==> src/rtl/uart_pkg.sv <==
// Shared types and constants for the buffered UART receiver.
// The receiver FSM states, parity mode encodings and baud divisor limits live here.
package uart_pkg;

   typedef enum logic [2:0] {
      IDLE,
      START,
      DATA,
      PARITY,
      STOP,
      WAIT_HIGH
   } state_t;

   localparam logic [1:0] PAR_NONE = 2'b00;
   localparam logic [1:0] PAR_EVEN = 2'b01;
   localparam logic [1:0] PAR_ODD  = 2'b10;
   localparam logic [1:0] PAR_RSVD = 2'b11;

   localparam int unsigned DIV_MIN     = 4;
   localparam int unsigned DEFAULT_DIV = 32'h1869;

   function automatic logic parity_enabled(input logic [1:0] mode);
      logic en;
      case (mode)
         PAR_EVEN, PAR_ODD:  en = 1'b1;
         PAR_NONE, PAR_RSVD: en = 1'b0;
         default:            en = 1'b0;
      endcase
      return en;
   endfunction

endpackage

==> src/rtl/uart_rx_fifo_if.sv <==
// Read-side port of the receive FIFO: the memory controller pops bytes here.
// The controller is the master (drives rd_en); the receiver is the slave.
interface uart_rx_fifo_if #(
   parameter int DATA_BITS  = 8,
   parameter int FIFO_DEPTH = 4
);
   localparam int CW = $clog2(FIFO_DEPTH) + 1;

   logic                 rd_en;
   logic [DATA_BITS-1:0] data_received;
   logic                 uart_inbound;
   logic                 empty;
   logic                 full;
   logic [CW-1:0]        count;

   modport master (
      output rd_en,
      input  data_received, uart_inbound, empty, full, count
   );

   modport slave (
      input  rd_en,
      output data_received, uart_inbound, empty, full, count
   );
endinterface

==> src/rtl/sync_fifo.sv <==
// Single-clock first-word-fall-through FIFO; head reads 0 while empty.
// A push into a full FIFO is accepted only when a pop frees the slot in the same cycle.
module sync_fifo #(
   parameter int WIDTH = 8,
   parameter int DEPTH = 4
) (
   input  logic                   clk,
   input  logic                   reset,
   input  logic                   push,
   input  logic [WIDTH-1:0]       wdata,
   input  logic                   pop,
   output logic [WIDTH-1:0]       head,
   output logic                   empty,
   output logic                   full,
   output logic [$clog2(DEPTH):0] count,
   output logic                   accepted
);
   localparam int AW = $clog2(DEPTH);
   localparam int CW = AW + 1;

   logic [WIDTH-1:0] mem [DEPTH];
   logic [AW-1:0]    wr_ptr;
   logic [AW-1:0]    rd_ptr;
   logic             pop_ok;

   assign empty    = (count == '0);
   assign full     = (count == CW'(DEPTH));
   assign pop_ok   = pop && !empty;
   assign accepted = push && (!full || pop_ok);
   assign head     = empty ? '0 : mem[rd_ptr];

   always_ff @(posedge clk) begin
      if (accepted) mem[wr_ptr] <= wdata;
   end

   always_ff @(posedge clk or negedge reset) begin
      if (!reset) begin
         wr_ptr <= '0;
         rd_ptr <= '0;
         count  <= '0;
      end else begin
         if (accepted) wr_ptr <= wr_ptr + AW'(1);
         if (pop_ok)   rd_ptr <= rd_ptr + AW'(1);
         if (accepted && !pop_ok)      count <= count + CW'(1);
         else if (!accepted && pop_ok) count <= count - CW'(1);
      end
   end

endmodule

==> src/rtl/uart_rx_fifo.sv <==
// Asynchronous serial receiver with runtime parity, programmable baud divisor,
// sticky error flags and a FWFT receive FIFO towards the memory controller.
//
// state     | meaning
// IDLE      | line idle, waiting for a synchronised falling edge
// START     | half a bit in, confirming the start bit (high = false start)
// DATA      | sampling DATA_BITS data bits, LSB first, one per divisor period
// PARITY    | sampling the parity bit
// STOP      | sampling the stop bit; pushes the byte or flags a framing error
// WAIT_HIGH | line held low after a bad stop bit (break); wait for idle level
module uart_rx_fifo #(
   parameter int          DATA_BITS   = 8,
   parameter int          DIV_W       = 13,
   parameter int unsigned DEFAULT_DIV = uart_pkg::DEFAULT_DIV,
   parameter int          FIFO_DEPTH  = 4
) (
   input  logic             clk,
   input  logic             reset,
   input  logic             rx,
   input  logic [DIV_W-1:0] speed,
   input  logic             set_speed,
   input  logic [1:0]       parity_mode,
   input  logic             clear_err,
   uart_rx_fifo_if.slave    host,
   output logic             frame_err,
   output logic             parity_err,
   output logic             overrun_err
);
   import uart_pkg::*;

   localparam int IW = (DATA_BITS > 1) ? $clog2(DATA_BITS) : 1;

   logic                 rx_s1, rx_s2, rx_s3;
   logic                 rx_fall;
   logic [DIV_W-1:0]     div_pending, div_active, div_clamped, cnt;
   logic                 tick;
   logic [IW-1:0]        bit_idx;
   logic                 last_bit;
   logic [DATA_BITS-1:0] shreg;
   logic [1:0]           par_mode_q;
   logic                 par_on, par_expect, par_bad;
   state_t               state, state_nx;

   logic start_frame, in_frame, data_sample, par_sample, stop_sample;
   logic push_req, frame_set, parity_set, overrun_set, fifo_accepted;

   always_ff @(posedge clk or negedge reset) begin
      if (!reset) {rx_s1, rx_s2, rx_s3} <= 3'b111;
      else        {rx_s1, rx_s2, rx_s3} <= {rx, rx_s1, rx_s2};
   end

   assign rx_fall     = rx_s3 && !rx_s2;
   assign div_clamped = (div_pending < DIV_W'(DIV_MIN)) ? DIV_W'(DIV_MIN) : div_pending;
   assign tick        = (cnt == '0);
   assign last_bit    = (bit_idx == IW'(DATA_BITS - 1));
   assign par_on      = parity_enabled(par_mode_q);
   assign par_expect  = (par_mode_q == PAR_ODD) ? ~^shreg : ^shreg;

   always_ff @(posedge clk or negedge reset) begin
      if (!reset) state <= IDLE;
      else        state <= state_nx;
   end

   always_comb begin
      state_nx = state;
      case (state)
         IDLE:      if (rx_fall)           state_nx = START;
         START:     if (tick)              state_nx = rx_s2 ? IDLE : DATA;
         DATA:      if (tick && last_bit)  state_nx = par_on ? PARITY : STOP;
         PARITY:    if (tick)              state_nx = STOP;
         STOP:      if (tick)              state_nx = rx_s2 ? IDLE : WAIT_HIGH;
         WAIT_HIGH: if (rx_s2)             state_nx = IDLE;
         default:                          state_nx = IDLE;
      endcase
   end

   always_comb begin
      start_frame = (state == IDLE) && rx_fall;
      in_frame    = (state == START) || (state == DATA) || (state == PARITY) || (state == STOP);
      data_sample = (state == DATA) && tick;
      par_sample  = (state == PARITY) && tick;
      stop_sample = (state == STOP) && tick;
      push_req    = stop_sample && rx_s2;
      frame_set   = stop_sample && !rx_s2;
      parity_set  = push_req && par_bad;
      overrun_set = push_req && host.full && !host.rd_en;
   end

   // The pending divisor only becomes active at a frame start so a mid-frame change is harmless.
   always_ff @(posedge clk or negedge reset) begin
      if (!reset) begin
         div_pending <= DIV_W'(DEFAULT_DIV);
         div_active  <= DIV_W'(DEFAULT_DIV);
         cnt         <= '0;
         bit_idx     <= '0;
         shreg       <= '0;
         par_mode_q  <= PAR_NONE;
         par_bad     <= 1'b0;
      end else begin
         if (set_speed) div_pending <= speed;
         if (start_frame) begin
            div_active <= div_clamped;
            cnt        <= div_clamped >> 1;
            par_mode_q <= parity_mode;
            bit_idx    <= '0;
            par_bad    <= 1'b0;
         end else if (in_frame) begin
            cnt <= tick ? div_active - DIV_W'(1) : cnt - DIV_W'(1);
         end
         if (data_sample) begin
            shreg   <= {rx_s2, shreg[DATA_BITS-1:1]};
            bit_idx <= bit_idx + IW'(1);
         end
         if (par_sample) par_bad <= (rx_s2 != par_expect);
      end
   end

   // A same-cycle error set beats clear_err.
   always_ff @(posedge clk or negedge reset) begin
      if (!reset) begin
         frame_err         <= 1'b0;
         parity_err        <= 1'b0;
         overrun_err       <= 1'b0;
         host.uart_inbound <= 1'b0;
      end else begin
         host.uart_inbound <= fifo_accepted;
         if (frame_set)        frame_err   <= 1'b1;
         else if (clear_err)   frame_err   <= 1'b0;
         if (parity_set)       parity_err  <= 1'b1;
         else if (clear_err)   parity_err  <= 1'b0;
         if (overrun_set)      overrun_err <= 1'b1;
         else if (clear_err)   overrun_err <= 1'b0;
      end
   end

   sync_fifo #(
      .WIDTH (DATA_BITS),
      .DEPTH (FIFO_DEPTH)
   ) u_fifo (
      .clk      (clk),
      .reset    (reset),
      .push     (push_req),
      .wdata    (shreg),
      .pop      (host.rd_en),
      .head     (host.data_received),
      .empty    (host.empty),
      .full     (host.full),
      .count    (host.count),
      .accepted (fifo_accepted)
   );

endmodule

==> src/flat_wrapper.sv <==
// flat-port wrapper written by rule: the top's interface ports become plain ports
module uart_rx_fifo_flat import uart_pkg::*;
#(
   parameter int          DATA_BITS   = 8,
   parameter int          DIV_W       = 13,
   parameter int unsigned DEFAULT_DIV = uart_pkg::DEFAULT_DIV,
   parameter int          FIFO_DEPTH  = 4
)
  (clk, reset, rx, speed, set_speed, parity_mode, clear_err, frame_err, parity_err, overrun_err, host_rd_en, host_data_received, host_uart_inbound, host_empty, host_full, host_count);
  uart_rx_fifo_if #(.DATA_BITS(DATA_BITS), .FIFO_DEPTH(FIFO_DEPTH)) host_i ();
  input  logic clk;
  input  logic reset;
  input  logic rx;
  input  logic [DIV_W-1:0] speed;
  input  logic set_speed;
  input  logic [1:0] parity_mode;
  input  logic clear_err;
  output logic frame_err;
  output logic parity_err;
  output logic overrun_err;
  input wire logic [$bits(host_i.rd_en)-1:0] host_rd_en;
  output wire logic [$bits(host_i.data_received)-1:0] host_data_received;
  output wire logic [$bits(host_i.uart_inbound)-1:0] host_uart_inbound;
  output wire logic [$bits(host_i.empty)-1:0] host_empty;
  output wire logic [$bits(host_i.full)-1:0] host_full;
  output wire logic [$bits(host_i.count)-1:0] host_count;
  assign host_i.rd_en = host_rd_en;
  assign host_data_received = host_i.data_received;
  assign host_uart_inbound = host_i.uart_inbound;
  assign host_empty = host_i.empty;
  assign host_full = host_i.full;
  assign host_count = host_i.count;
  uart_rx_fifo #(.DATA_BITS(DATA_BITS), .DIV_W(DIV_W), .DEFAULT_DIV(DEFAULT_DIV), .FIFO_DEPTH(FIFO_DEPTH)) u_core (.clk(clk), .reset(reset), .rx(rx), .speed(speed), .set_speed(set_speed), .parity_mode(parity_mode), .clear_err(clear_err), .host(host_i), .frame_err(frame_err), .parity_err(parity_err), .overrun_err(overrun_err));
endmodule
==> config.mk <==
export PLATFORM = sky130hd
export DESIGN_NAME = uart_rx_fifo_flat
export DESIGN_NICKNAME = d
export VERILOG_FILES = /design/src/rtl/uart_pkg.sv /design/src/rtl/uart_rx_fifo_if.sv /design/src/rtl/sync_fifo.sv /design/src/rtl/uart_rx_fifo.sv /design/src/flat_wrapper.sv
export SDC_FILE = /design/constraint.sdc
export NUM_CORES = 1
export LEC_CHECK = 0
export ABC_AREA = 1
export BUFFER_PORTS_ARGS = -buffer_cell sky130_fd_sc_hd__buf_2
export CAP_MARGIN = 15
export CORE_MARGIN = 2
export CORE_UTILIZATION = 40
export DETAILED_ROUTE_END_ITERATION = 8
export PLACE_DENSITY = 0.55
export SYNTH_ARGS = -nofsm -noshare
export SYNTH_HDL_FRONTEND = slang
export SYNTH_HIERARCHICAL = 1
export SYNTH_SLANG_ARGS = --single-unit
==> constraint.sdc <==
create_clock -name clk -period 5.3 [get_ports clk]
set_input_delay 0.795 -clock clk [delete_from_list [all_inputs] [get_ports clk]]
set_output_delay 0.795 -clock clk [all_outputs]
set_load 0.01 [all_outputs]
# [Word-level counts from Yosys, hierarchy flattened]
# Memories as Yosys holds them, arrays and structs flattened.
# Cells that the tools add are included.
[totals] inputBits=21 memories=1 word_cells=114 latch_bits=0 out_inout_bits=17 regBits=70 ram_bits=32 rom_bits=0
[mem_list] memory="u_core.u_fifo.mem" words=4 word_bits=8 rd=1 rd_ports_with_merged_regs=0 write_ports=1 line_no="sync_fifo.sv:21" source="logic [WIDTH-1:0] mem [DEPTH];"
[op_classes] div=0 muxes=29 n_eq_ne=17 shifts=0 bitwise=0 add_sub_neg=7 multipliers=0 n_lt_le_gt_ge=1 reduce_logical=41
[ops] operator="13-bit two-way mux" n=4
[ops] operator="3-bit two-way mux" n=12
[ops] operator="13-bit by 1-bit subtractor with 13-bit output (second input constant)" n=2
[ops] operator="3-bit case mux with 6 select lines" n=1
[ops] operator="1-bit logical AND" n=15
[ops] operator="2-bit nonzero test" n=7
[ops] operator="13-bit zero test" n=1
[ops] operator="13-bit by 3-bit < comparator with 1-bit output (second input constant)" n=1
[ops] operator="3-bit == test (second input constant)" n=4
[ops] operator="2-bit by 1-bit != test with 1-bit output (second input constant)" n=6
[ops] operator="1-bit two-way mux" n=9
[ops] operator="8-bit two-way mux" n=1
[ops] operator="8-bit XNOR reduction" n=1
[ops] operator="8-bit XOR reduction" n=1
[ops] operator="3-bit by 1-bit adder with 3-bit output (second input constant)" n=2
[ops] operator="3-bit by 2-bit == test with 1-bit output (second input constant)" n=2
[ops] operator="1-bit zero test" n=6
[ops] operator="3-bit zero test" n=2
[ops] operator="6-bit AND reduction" n=1
[ops] operator="2-bit by 1-bit adder with 2-bit output (second input constant)" n=2
[ops] operator="2-bit == test (second input constant)" n=2
[ops] operator="1-bit logical OR" n=4
[ops] operator="2-bit OR reduction" n=2
[ops] operator="3-bit by 1-bit == test with 1-bit output (second input constant)" n=1
[ops] operator="other kinds (6)" n=6

# [Depth between registers and ports, before layout]
# Gate-level depths: netlist of the first run.
[depth] word_depth=9 depth_mapped=16 ltp_nobuf=15

# [Cells and area by module]
# Netlist of the first run, hierarchy kept.
[by_module_without_submodules] mod="uart_rx_fifo" seq_area_each_um2=1595.3 instances=1 area_each_um2=3450.8 cells_per_inst=430
[by_module_without_submodules] mod="sync_fifo" seq_area_each_um2=1136.1 instances=1 area_each_um2=1838.0 cells_per_inst=184

# [Worst setup path after synthesis of the first run]
# No wires, ideal clock.
[synth_path] path_kind="register to register" startpoint="register u_core.cnt[11]" endpoint="register u_core.u_fifo.count[2]" setup_ns=0.117 synth_period_minus_slack_ns=2.474 arrival_time_ns=2.357 setup_slack_ns=2.826 stages_incl_launch_ff=16 n_path_buf=1 required_time_ns=5.183 cell_sequence="dfrtp_1 nor2_2 nand2_1 nor2_1 nand2_2 buf_6 nor3_1 nand2_2 inv_1 ha_1 inv_1 fa_1 nand2_1 nand3_1 nand2_1 nand2_1"
[synth_via] elab_chain_cells=7 word_cells_on_any_way=9 classes_between="mux (1); reduce/logical (8)"
[synth_rtl] item="start, declared" line_no="uart_rx_fifo.sv:35" source="logic [DIV_W-1:0] div_pending, div_active, div_clamped, cnt;"
[synth_rtl] item="start signal, assigned" line_no="uart_rx_fifo.sv:103" source="cnt <= div_clamped >> 1;"
[synth_rtl] item="start signal, assigned" line_no="uart_rx_fifo.sv:108" source="cnt <= tick ? div_active - DIV_W'(1) : cnt - DIV_W'(1);"
[synth_rtl] item="13-bit zero test (*)" line_no="uart_rx_fifo.sv:54" source="assign tick = (cnt == '0);"
[synth_rtl] item="1-bit logical AND (*)" line_no="uart_rx_fifo.sv:82" source="stop_sample = (state == STOP) && tick;"
[synth_rtl] item="1-bit logical AND (*)" line_no="uart_rx_fifo.sv:83" source="push_req = stop_sample && rx_s2;"
[synth_rtl] item="net u_core.push_req" line_no="uart_rx_fifo.sv:45" source="logic push_req, frame_set, parity_set, overrun_set, fifo_accepted;"
[synth_rtl] item="1-bit logical AND (*)" line_no="sync_fifo.sv:29" source="assign accepted = push && (!full || pop_ok);"
[synth_rtl] item="net u_core.fifo_accepted" line_no="uart_rx_fifo.sv:45"
[synth_rtl] item="1-bit zero test" line_no="sync_fifo.sv:45" source="else if (!accepted && pop_ok) count <= count - CW'(1);"
[synth_rtl] item="1-bit logical AND" line_no="sync_fifo.sv:45"
[synth_rtl] item="2-bit nonzero test (no line)"
[synth_rtl] item="end signal, assigned" line_no="sync_fifo.sv:44" source="if (accepted && !pop_ok) count <= count + CW'(1);"
[synth_rtl] item="end signal, assigned" line_no="sync_fifo.sv:45"
[synth_rtl] item="end, declared" line_no="sync_fifo.sv:15" source="output logic [$clog2(DEPTH):0] count,"
# Mark *: on every way through the listed nets, which the timed path passes. The rest lies on a longest branch.
# A chain may end at the register's enable or synchronous reset.

# [Final worst setup path of the first run]
# Same ends and word-level chain as after synthesis.

==> flow_metrics.env, run 1 <==
export IMPL_whs_path_depth=0
export IMPL_total_power_mw=2.74
export IMPL_required_ns=5.53
export IMPL_first_pass_iters=4
export IMPL_worstSetupPathType="reg2reg"
export IMPL_worstHoldPathType="reg2reg"
export IMPL_root_buffer="clkbuf_16"
export IMPL_maxCapViolations=0
export IMPL_post_cts_resized=0
export IMPL_synthCells=614
export IMPL_power_density_nw_per_um2=466
export IMPL_drv_slew=0
export IMPL_grt_pass1_wl_um=18500
export IMPL_row_count=42
export IMPL_whs_ns=0.364
export IMPL_hold_buffers=0
export IMPL_clock_sinks=102
export IMPL_stdcell_count=829
export IMPL_fin_crit_sh=0.543
export IMPL_place_congestion=0.884
export IMPL_dp_hpwl_um=7480
export IMPL_yosys_area_top_type="dfrtp_1"
export IMPL_nets=679
export IMPL_drtIter0Drc=150
export IMPL_die_x_um=119
export IMPL_leakagePower_nw=2.80
export IMPL_synth_edf_count=32
export IMPL_reg2reg_slack_ns=2.42
export IMPL_antenna_found_initial=0
export IMPL_worstMarginPinSlew_ns=0.899
export IMPL_start_util=0.404
export IMPL_crit_path_max_fanout=17
export IMPL_cpMostUsedCell="nand2_1"
export IMPL_io_buffer_count=37
export IMPL_final_cell_mix="133 x nand2_1, 113 x inv_1, 55 x nor2_1, 55 x dfrtp_1, 47 x nand3_1"
export IMPL_synth_cell_types=38
export IMPL_grt_use_met2=0.270
export IMPL_place_inst=813
export IMPL_cp_cell_sequence="nor2_2 -> nand2_1 -> nor2_1 -> nand2_2 -> nor3_1 -> nand2_2 -> inv_1 -> ha_1 -> inv_1 -> fa_1 -> nand2_1 -> nand3_1 -> nand2_1 -> nand2_1"
export IMPL_cts_tree="built"
export IMPL_syn_area_um2=5290
export IMPL_coreArea_um2=13100
export IMPL_synth_main_ff_cell="dfrtp_1"
export IMPL_synth_seq_area_share=0.516
export IMPL_postRouteWirelength_um=10500
export IMPL_fin_setup_tns_ns=0
export IMPL_routedWlPerCell_um=12.6
export IMPL_post_cts_repair_setup_buffers=0
export IMPL_synthArstFlopShare=0.686
export IMPL_endpoint_kind="register"
export IMPL_ioPinCount=38
export IMPL_slew_headroom=0.400
export IMPL_use_met1=0.206
export IMPL_cp_slowest_cell="nor3_1"
export IMPL_gr_total_overflow=0
export IMPL_layout_commonest_cell="nand2_1"
export IMPL_antenna_left=0
export IMPL_grt_max_degree=71
export IMPL_max_stage_delay_ns=0.52
export IMPL_drc_errors=0
export IMPL_clk_latency_ns=0.34
export IMPL_setup_ws_ns=2.42
export IMPL_met3_usage=0.0278
export IMPL_max_freq_ghz=0.347
export IMPL_start_kind="register"
export IMPL_place_ws_ns=2.42
export IMPL_r2r_cells=14
export IMPL_cts_made_buffers=9
export IMPL_skew_ns=0.0103
export IMPL_layout_drive_gt1_share=0.175
export IMPL_period_needed_ns=2.88
export IMPL_rsz0062_at_grt="no"
export IMPL_grt_busiest_layer="met2"
export IMPL_clk_path_buf_depth=2
export IMPL_avgSynthCellArea_um2=8.61
export IMPL_n_antenna_cell=0
export IMPL_grt_pass1_vias=4024
export IMPL_vias=3953
export IMPL_irDropWorstVdd_mv=0.169
export IMPL_grt_use_total=0.160
export IMPL_syn_num_nets=645
export IMPL_ys_seq_elements=102
export IMPL_die_h_um=119
export IMPL_via_per_inst=4.77
export IMPL_cts_max_level=3
export IMPL_synth_area_leaders="dfrtp_1 26%, edfxtp_1 18%, nand2_1 9.4%"
export IMPL_setup_violations=0
export IMPL_arrival_ns=3.11
export IMPL_area_growth_syn_to_layout_pct=11.0
export IMPL_dieArea_um2=14200
export IMPL_finalCoreUtilization=0.448
export IMPL_final_area_um2=5870
export IMPL_hold_viol_final=0
export IMPL_status="finished, final reports clean"
export IMPL_ys_warn_count=6
export IMPL_place_area_um2=5590
export IMPL_cts_clk_slew_worst_paths_ns=0.07
export IMPL_synth_top_cell_area_share=0.260
-- cell families (layout without fill, tap and decap cells) --
logic type	Yosys count	in the layout	synth area share
simple gates	278	278	0.238
buf+inv	131	170	0.105
flops	102	102	0.516
compound gates	81	81	0.0944
xor+xnor	11	11	0.0182
fa+ha+maj	10	10	0.0251
mux	1	1	0.00213
-- synthesized netlist by cell type (5+ instances only) --
master,count
dfrtp_1,55
nand3_1,47
o21ai_0,38
nor2_1,55
inv_1,113
dfstp_2,15
o21bai_1,12
nand2_2,18
ha_1,9
nor2_4,5
nand2_1,133
edfxtp_1,32
a21oi_1,13
xnor2_1,8
nand3_2,8
nor2_2,5
-- worst max-delay path, delay by kind of cell, from the launching register on --
kind                       cells  cell delay, ns
DFF                            1            0.41
buffers and inverters          2            0.17
adders and majority gates      2            0.57
and+or+nand+nor               10            1.64
-- worst paths after layout --
| check | start | to |
|---|---|---|
| min reg2reg | u_core/rx_s1 | u_core/rx_s2 |
| max reg2reg | u_core/cnt[11] | u_core/u_fifo/count[2] |
| max | u_core/cnt[11] | u_core/u_fifo/count[2] |
| min | u_core/rx_s1 | u_core/rx_s2 |
| min in group asynchronous | reset | u_core/div_active[9] |
| max in group asynchronous | reset | u_core/div_pending[2] |
-- state kept, by name, indices dropped and copies added (netlist names) --
| name | cells |
|---|---|
| u_core/u_fifo/rd_ptr | 2 |
| u_core/overrun_err | 1 |
| u_core/frame_err | 1 |
| u_core/rx_s1 | 1 |
| u_core/state | 3 |
| u_core/rx_s3 | 1 |
| u_core/shreg | 8 |
| u_core/div_pending | 13 |
| u_core/par_bad | 1 |
| u_core/bit_idx | 3 |
| u_core/div_active | 13 |
| u_core/cnt | 13 |
| u_core/u_fifo/wr_ptr | 2 |
| u_core/u_fifo/count | 3 |
| u_core/u_fifo/mem | 32 |
| u_core/par_mode_q | 2 |
| u_core/rx_s2 | 1 |
| u_core/parity_err | 1 |
| u_core/host.uart_inbound | 1 |
-- area by class of cell --
cell class,instances,area [um2]
timing repair buffer,38,195
clock buffer,9,225
multi-input combinational,381,2000
fill,1283,7220
sequential,102,2730
tap,176,220
inverter,116,440
clock inverter,7,55.1
-- metal layers --
layer / wire, um / part of all wire
met4: 216 / 0.021
met1: 4860 / 0.46
met5: 0 / 0
met3: 389 / 0.037
met2: 5010 / 0.48
-- where the power goes --
part	switching (mW)	total [mW]	internal [mW]	leakage (nW)
combinational	0.662	1.02	0.357	1.49
clock	0.303	0.627	0.324	0.133
sequential	0.122	1.09	0.969	1.18
total	1.09	2.74	1.65	2.80
(Power assumes the default switching activity.)
==> run 2, diff against run 1 <==
- PLACE_DENSITY: 0.55 -> 0.57
- clock period: 5.3 -> 2.32 ns (I/O delays scaled with it)
==> flow_metrics.env, run 2 (synthesis results as in run 1) <==
export IMPL_die_h_um=119
export IMPL_cts_made_buffers=9
export IMPL_worstSetupPathType="reg2reg"
export IMPL_power_density_nw_per_um2=1060
export IMPL_clk_path_buf_depth=2
export IMPL_grt_max_degree=34
export IMPL_drv_slew=0
export IMPL_antenna_left=0
export IMPL_maxCapViolations=0
export IMPL_comb_power_share=0.399
export IMPL_coreArea_um2=13100
export IMPL_critPathTopFamily="simple AND/OR/NAND/NOR gates"
export IMPL_leakagePower_nw=2.93
export IMPL_largest_reg_flops=32
export IMPL_postRouteWirelength_um=11100
export IMPL_ioPinCount=38
export IMPL_status="finished, final reports clean"
export IMPL_gr_total_overflow=0
export IMPL_setup_ws_ns=0.130
export IMPL_required_ns=2.56
export IMPL_path_buf_inv=2
export IMPL_cp_startpoint="u_core/cnt[10]"
export IMPL_routedWlPerCell_um=13.0
export IMPL_dp_hpwl_um=7980
export IMPL_root_buffer="clkbuf_16"
export IMPL_rsz0062_at_grt="yes"
export IMPL_grt_use_total=0.168
export IMPL_layout_drive_gt1_share=0.214
export IMPL_max_stage_delay_ns=0.39
export IMPL_r2r_start="u_core/cnt[10]"
export IMPL_final_cell_mix="131 x nand2_1, 112 x inv_1, 55 x dfrtp_1"
export IMPL_row_count=42
export IMPL_skew_ns=0.0129
export IMPL_rr_endpoint="u_core/u_fifo/count[2]"
export IMPL_finalCoreUtilization=0.466
export IMPL_cts_clk_slew_worst_paths_ns=0.07
export IMPL_crit_path_max_fanout=6
export IMPL_r2r_cells=14
export IMPL_arrival_ns=2.43
export IMPL_die_x_um=119
export IMPL_critPathCapture="u_core/u_fifo/count[2]"
export IMPL_switching_share=0.401
export IMPL_slew_headroom=0.662
export IMPL_fin_crit_sh=0.944
export IMPL_whs_path_depth=1
export IMPL_drtIter0Drc=181
export IMPL_worstHoldPathType="in2reg"
export IMPL_clk_latency_ns=0.36
export IMPL_crit_cells=14
export IMPL_nets=703
export IMPL_io_buffer_count=37
export IMPL_cp_slowest_cell="dfrtp_1"
export IMPL_layout_commonest_cell="nand2_1"
export IMPL_via_per_inst=4.71
export IMPL_hold_viol_final=0
export IMPL_area_growth_syn_to_layout_pct=15.3
export IMPL_internal_power_mw=3.88
export IMPL_grt_pass1_vias=3906
export IMPL_dieArea_um2=14200
export IMPL_place_ws_ns=0.100
export IMPL_cp_cell_sequence="nor2_2 -> nand2_1 -> nor2_2 -> nand2_2 -> nor3_4 -> nand2_2 -> inv_2 -> ha_2 -> inv_1 -> fa_2 -> nand2_2 -> nand3_1 -> nand2_1 -> nand2_1"
export IMPL_period_needed_ns=2.19
export IMPL_clock_sinks=102
export IMPL_p_sw_mw=2.59
export IMPL_whs_ns=0.0946
export IMPL_cts_max_level=3
export IMPL_worstMarginPinSlew_ns=0.507
export IMPL_irDropWorstVdd_mv=0.444
export IMPL_endpoint_kind="register"
export IMPL_regMostFlops="u_core/u_fifo/mem"
export IMPL_clkPwrFrac=0.226
export IMPL_drc_errors=0
export IMPL_seqPwrFrac=0.375
export IMPL_start_util=0.404
export IMPL_setup_violations=0
export IMPL_reg2reg_slack_ns=0.13
export IMPL_place_congestion=0.919
export IMPL_antenna_found_initial=0
export IMPL_cts_tree="built"
export IMPL_grt_pass1_wl_um=18800
export IMPL_n_antenna_cell=0
export IMPL_start_kind="register"
export IMPL_max_freq_ghz=0.457
export IMPL_vias=4015
export IMPL_first_pass_iters=4
run 2: cell types whose count changed in the layout (fill, tap and decap cells not counted), moves of 2 or more:
| cell | change |
|---|---|
| nor2_2 | +2 |
| nand2_2 | +2 |
| nor2_1 | -3 |
| nand2_1 | -2 |
| buf_4 | +21 |
run 2: worst min path at each step:
stage                                 endpoint  startpoint  slack (ns)
final                             u_core/rx_s1          rx        0.09
after global routing              u_core/rx_s1          rx        0.09
after CTS                         u_core/rx_s1          rx        0.08
after detailed placement  u_core/div_active[8]       reset        0.35
after global placement    u_core/div_active[8]       reset        0.34
after floorplan              u_core/bit_idx[0]       reset        0.05
run 2: cell type report:
class	count	area, um2
Clock buffer	10	229
Clock inverter	6	53.8
Fill cell	1295	6990
Inverter	116	440
Multi-Input combinational cell	381	2030
Sequential cell	102	2730
Tap cell	176	220
Timing Repair Buffer	62	388
run 2: metrics by stage:
step | area (um2) | setup TNS [ns] | power [mW] | instances
finish | 6100 | 0 | 6.47 | 853
global route | 6100 | -0.110 | 6.99 | 853
CTS | 6020 | 0 | 6.47 | 847
detailed placement | 5730 | 0 | 4.98 | 830
global placement | 5730 | 0 | 4.94 | 830
floorplan | 5290 | 0 | 4.29 | 614
run 2: power groups by stage:
stage / Clock (mW) / Sequential, mW / Combinational (mW)
2_1_floorplan: 0 / 2.43 / 1.87
3_3_place_gp: 0 / 2.45 / 2.49
3_5_place_dp: 0 / 2.47 / 2.51
4_1_cts: 1.51 / 2.43 / 2.52
5_1_grt: 1.58 / 2.47 / 2.94
6_report: 1.47 / 2.43 / 2.58
run 2: routing by layer:
metal | vias up | global-route usage | routed length (um)
met1 | 1867 | 0.212 | 5110
met3 | 16 | 0.0263 | 319
li1 | 2058 | - | -
met4 | 0 | 0.0737 | 191
met5 | - | 0 | 0
met2 | 74 | 0.285 | 5480
run 2: timing repair:
| action | in CTS | in global routing |
|---|---|---|
| hold buffers | 1 | 0 |
| endpoints found under the hold margin | 16 | 0 |
| endpoints found under the setup margin | 0 | 6 |
| resized for setup | 0 | 10 |
| setup buffers | 0 | 6 |
